--- config.mk ---
export PLATFORM = sky130hd
export DESIGN_NAME = gray_conv_pipe
export DESIGN_NICKNAME = d
export VERILOG_FILES = /design/src/rtl/gray_conv_pkg.sv /design/src/rtl/gray_conv_stage.sv /design/src/rtl/gray_conv_pipe.sv
export SDC_FILE = /design/constraint.sdc
export NUM_CORES = 1
export LEC_CHECK = 0
export ABC_AREA = 1
export CAP_MARGIN = 20
export CELL_PAD_IN_SITES_DETAIL_PLACEMENT = 1
export CELL_PAD_IN_SITES_GLOBAL_PLACEMENT = 2
export CORE_MARGIN = 3
export CORE_UTILIZATION = 25
export DETAILED_ROUTE_END_ITERATION = 10
export GPL_TIMING_DRIVEN = 0
export PLACE_DENSITY_LB_ADDON = 0.1
export SLEW_MARGIN = 20
export SYNTH_ARGS = -nofsm -noshare
export SYNTH_HDL_FRONTEND = slang
export SYNTH_SLANG_ARGS = --single-unit
--- constraint.sdc ---
create_clock -name clk -period 2.9 [get_ports clk]
set_clock_uncertainty 0.05 [all_clocks]
set_input_delay 0.435 -clock clk [delete_from_list [all_inputs] [get_ports clk]]
set_output_delay 0.435 -clock clk [all_outputs]
set_load 0.02 [all_outputs]
--- src/rtl/gray_conv_pkg.sv ---
// Shared mode encodings and Gray-code helpers for the gray_conv_pipe slice.
// Helpers take 32-bit operands; callers zero-extend narrower words.
package gray_conv_pkg;

  localparam logic MODE_B2G = 1'b0;
  localparam logic MODE_G2B = 1'b1;
  localparam int   MAX_W    = 32;

  function automatic logic [MAX_W-1:0] bin2gray(input logic [MAX_W-1:0] b);
    return b ^ (b >> 1);
  endfunction

  // Prefix XOR from the MSB down; zero-extended upper bits leave it exact.
  function automatic logic [MAX_W-1:0] gray2bin(input logic [MAX_W-1:0] g);
    logic [MAX_W-1:0] r;
    r = '0;
    r[MAX_W-1] = g[MAX_W-1];
    for (int i = MAX_W - 2; i >= 0; i--) begin
      r[i] = r[i+1] ^ g[i];
    end
    return r;
  endfunction

  function automatic logic [5:0] popcount(input logic [MAX_W-1:0] v);
    logic [5:0] c;
    c = 6'd0;
    for (int i = 0; i < MAX_W; i++) begin
      c = c + {5'd0, v[i]};
    end
    return c;
  endfunction

endpackage

--- src/rtl/gray_conv_stage.sv ---
// One valid/ready register slice; loads whenever empty or draining so
// bubbles collapse even while downstream is stalled.
module gray_conv_stage
  import gray_conv_pkg::*;
#(
  parameter int DW = 6
) (
  input  logic          clk,
  input  logic          rst,
  input  logic          in_valid,
  output logic          in_ready,
  input  logic [DW-1:0] in_data,
  output logic          out_valid,
  input  logic          out_ready,
  output logic [DW-1:0] out_data
);

  logic          r_valid;
  logic [DW-1:0] r_data;
  logic          w_load;

  assign w_load    = !r_valid || out_ready;
  assign in_ready  = w_load;
  assign out_valid = r_valid;
  assign out_data  = r_data;

  // Data is only captured with a valid word so idle X inputs never enter.
  always_ff @(posedge clk) begin
    if (rst) begin
      r_valid <= 1'b0;
      r_data  <= '0;
    end else if (w_load) begin
      r_valid <= in_valid;
      if (in_valid) begin
        r_data <= in_data;
      end
    end
  end

endmodule

--- src/rtl/gray_conv_pipe.sv ---
// Pipelined binary<->Gray converter with per-transaction mode.
// Optional GRAY_ADJ_CHK_EN adds adj_err, flagging non-unit-step Gray output.
module gray_conv_pipe
  import gray_conv_pkg::*;
#(
  parameter int W      = 5,
  parameter int STAGES = 2
) (
  input  logic         clk,
  input  logic         rst,
  input  logic         in_valid,
  output logic         in_ready,
  input  logic         in_mode,
  input  logic [W-1:0] in_data,
  output logic         out_valid,
  input  logic         out_ready,
  output logic         out_mode,
  output logic [W-1:0] out_data
`ifdef GRAY_ADJ_CHK_EN
  ,
  output logic         adj_err
`endif
);

  logic         w_valid [0:STAGES];
  logic         w_ready [0:STAGES];
  logic [W:0]   w_data  [0:STAGES];
  logic [W-1:0] w_conv;

  always_comb begin
    if (in_mode == MODE_G2B) begin
      w_conv = W'(gray2bin(32'(in_data)));
    end else begin
      w_conv = W'(bin2gray(32'(in_data)));
    end
  end

  assign w_valid[0]      = in_valid;
  assign w_data[0]       = {in_mode, w_conv};
  assign w_ready[STAGES] = out_ready;
  assign in_ready        = w_ready[0] && !rst;

  generate
    for (genvar k = 1; k <= STAGES; k++) begin : g_stage
      gray_conv_stage #(.DW(W + 1)) u_stage (
        .clk      (clk),
        .rst      (rst),
        .in_valid (w_valid[k-1]),
        .in_ready (w_ready[k-1]),
        .in_data  (w_data[k-1]),
        .out_valid(w_valid[k]),
        .out_ready(w_ready[k]),
        .out_data (w_data[k])
      );
    end
  endgenerate

  assign out_valid = w_valid[STAGES];
  assign out_mode  = w_data[STAGES][W];
  assign out_data  = w_data[STAGES][W-1:0];

`ifdef GRAY_ADJ_CHK_EN
  logic [W-1:0] r_last_gray;
  logic         r_seen_gray;
  logic         w_b2g_xfer;

  assign w_b2g_xfer = out_valid && out_ready && (out_mode == MODE_B2G);
  assign adj_err    = w_b2g_xfer && r_seen_gray &&
                      (popcount(32'(out_data ^ r_last_gray)) > 6'd1);

  // Track the last emitted Gray word; G2B traffic leaves it untouched.
  always_ff @(posedge clk) begin
    if (rst) begin
      r_last_gray <= '0;
      r_seen_gray <= 1'b0;
    end else if (w_b2g_xfer) begin
      r_last_gray <= out_data;
      r_seen_gray <= 1'b1;
    end
  end
`endif

endmodule
==> results.md <==
- RSZ-0062 raised after global routing: no
- Initial DRT Pass Iterations: 2
- Synth Area per Inst: 6.846 um^2
- Synth Net Count: 99
- Post-cts resize count: 0
- CP Max Fanout: 10
- Worst EP arrival: 2.10 ns
- Flops & latches, synth: 14
- Final Cycle Share: 88.99%
- Post-route minimum period: 2.581 ns
- GRT overflow: 0
- HP Start: g_stage[1].u_stage.out_data[3]$_SDFFE_PP0P_
- Endpoints failing setup: 0
- Die area: 3066 um^2
- First-pass GRT wire length: 2.421 mm
- Slew Limit Fails: 0
- Worst-path clk slew: 0.08 ns
- Die height: 55.37 um
- CP max stage delay: 0.59 ns
- Cell area after layout: 850.8 um^2
- Via Count: 605
- Core ar.: 2255 um^2
- Initial antenna violation count: 0
- N_diodes: 0
- Synth unique cells: 13
- Clk Latency, worst-skew pair: 0.28 ns
- Hold_buf cts: 0
- Max-cap violations: 0
- Total GRT Usage: 9.928%
- Via density: 4.384
- Hold crit path type: register to register
- Req. time, crit path: 2.41 ns
- CTS tree: built
- Final wirelength: 1.429 mm
- DP Worst Slack: 0.3204 ns
- Initial Utilization: 27.03%
- Max stage delay cell, worst path: clkdlybuf4s50_1
- Total power: 0.4379 mW
- Placement Rows: 17
- Vias in the first global route: 593
- R2R cell count: 5
- Largest net degree at the start of global routing: 11
- Final #Nets: 121
- RePlAce Congestion: 0.6344
- CP cell instances: clkdlybuf4s50_1 -> inv_1 -> buf_1 -> nand2_1 -> inv_1 -> clkdlybuf4s50_1
- Dpl hpwl: 1.158 mm
- Initial DRC count: 7
- Root Buffer Master: clkbuf_4
- Port Buffers: 17
- Worst Setup SP: rst
- Post-CTS Setup Bufs: 0
- WS Path Type: input port to output pin
- Final-layout fill cell count: 303
- Clock buffer depth: 2
- Pwr dens: 514.7 nW/um^2
- Synth Cell Area: 609.3 um^2
- Pleak: 0.3934 nW
- CP Launch Type: input port
- Final hold vios: 0
- FF-to-FF End: g_stage[1].u_stage.out_data[4]$_SDFFE_PP0P_
- Syn-to-layout area delta: 39.63%
- Post-DRT Antenna Nets: 0
- Maximum clock frequency: 387.5 MHz
- Register area share after synthesis: 46.00%
- Peak supply drop: 178.7 uV
- Worst Setup End Kind: output pin
- Num CTS Buffers: 3
- Hold endpoint: g_stage[1].u_stage.out_data[3]$_SDFFE_PP0P_
- Die width: 55.37 um
- Worst Tran Pin Value: 0.3443 ns
- TNS Setup: 0 ns
- Share of cells above drive strength 1: 8.182%
- DRC viols: 0
- Worst R2R Start: g_stage[2].u_stage.out_valid$_SDFFE_PP0P_
- I/O Pins: 18
- Cells after Synth: 89
- Final Worst Setup Slack: 0.3194 ns
- Outcome: finished, final reports clean
- Clk sinks: 14
- Slew HR: 77.04%
- H-tree Lvls: 1
- Worst hold path stage count: 2
- Worst R2R Setup Slack: 1.64 ns
- Placed cell area: 814.5 um^2
- Per-cell routed wire length: 10.36 um
- Yosys warns: 0
[synth_stat cells, drive strengths merged]
library cell / instances / area, um^2
inv: 12 / 45.05
o21ai: 12 / 63.81
xor2: 1 / 8.760
nor2: 14 / 52.55
nand2: 23 / 86.33
a21oi: 9 / 48.80
nand3: 3 / 20.02
buf: 1 / 3.750
dfxtp: 14 / 280.3
[sequential cells by signal (all words and copies together), names as in the netlist]
signal and count:
g_stage.u_stage.out_data 12, g_stage.u_stage.out_valid 2
[stage by stage]
step                util (%)  std cells  hold slack (ns)
finish                 37.74        138           0.4083
global placement       36.13        134           0.3962
global route           37.74        138           0.4475
floorplan                  -         89           0.3791
detailed placement     36.13        134           0.4033
CTS                    37.74        138           0.4148
[placed cells by master, fill, tap and decap left out, types with 2 or more instances in the layout]
master / synthesis / routed
a21oi_1: 8 / 8
clkbuf_4: 0 / 3
clkdlybuf4s50_1: 0 / 17
dfxtp_1: 14 / 14
inv_1: 10 / 10
inv_2: 2 / 2
nand2_1: 23 / 23
nand3_1: 2 / 2
nor2_1: 14 / 14
o21ai_0: 11 / 11
[worst max-delay path by stage]
stage                     slack (ns)        to  cells after the start
after floorplan                 1.51  in_ready                      4
after global placement          0.31  in_ready                      6
after detailed placement        0.32  in_ready                      6
after CTS                       0.31  in_ready                      6
after global routing            0.21  in_ready                      6
final                           0.32  in_ready                      6
[worst max-delay path: cells and delay by family]
kind                   cells  cell delay (ns)
buffers and inverters      5             1.57
AND/OR/NAND/NOR            1             0.09
[layout make-up]
| type | count | area, um^2 | area share [%] |
|---|---|---|---|
| inverters | 12 | 45.04 | 5.294 |
| multi-input cells | 62 | 280.3 | 32.94 |
| well taps | 28 | 35.03 | 4.118 |
| repair buffers | 17 | 170.2 | 20.00 |
| plain buffers | 1 | 3.754 | 0.4412 |
| flip-flops and latches | 14 | 280.3 | 32.94 |
| clock buffers | 4 | 36.28 | 4.265 |
[cells by family (layout without fill, tap and decap cells)]
kind of cell	after synthesis	in the layout	share of synthesized area [%]
AO/OA/AOI/OAI	21	21	18.48
buffers and inverters	13	34	8.009
flip-flops	14	14	46.00
AND/OR/NAND/NOR	40	40	26.08
XOR/XNOR	1	1	1.438
[power by group]
part | leakage, nW | switching [mW] | internal, mW
logic | 0.257 | 0.0466 | 0.0391
registers | 0.116 | 0.00647 | 0.206
clock network | 0.0210 | 0.0631 | 0.0763
total | 0.393 | 0.116 | 0.322
[layer usage]
layer | vias up | track usage, % | wire length (um)
li1 | 322 | - | -
met1 | 268 | 9.845 | 626
met2 | 13 | 17.91 | 720
met3 | 2 | 2.103 | 60
met4 | 0 | 7.292 | 22
met5 | - | 0 | 0
Power figures use the tool's default switching activity.
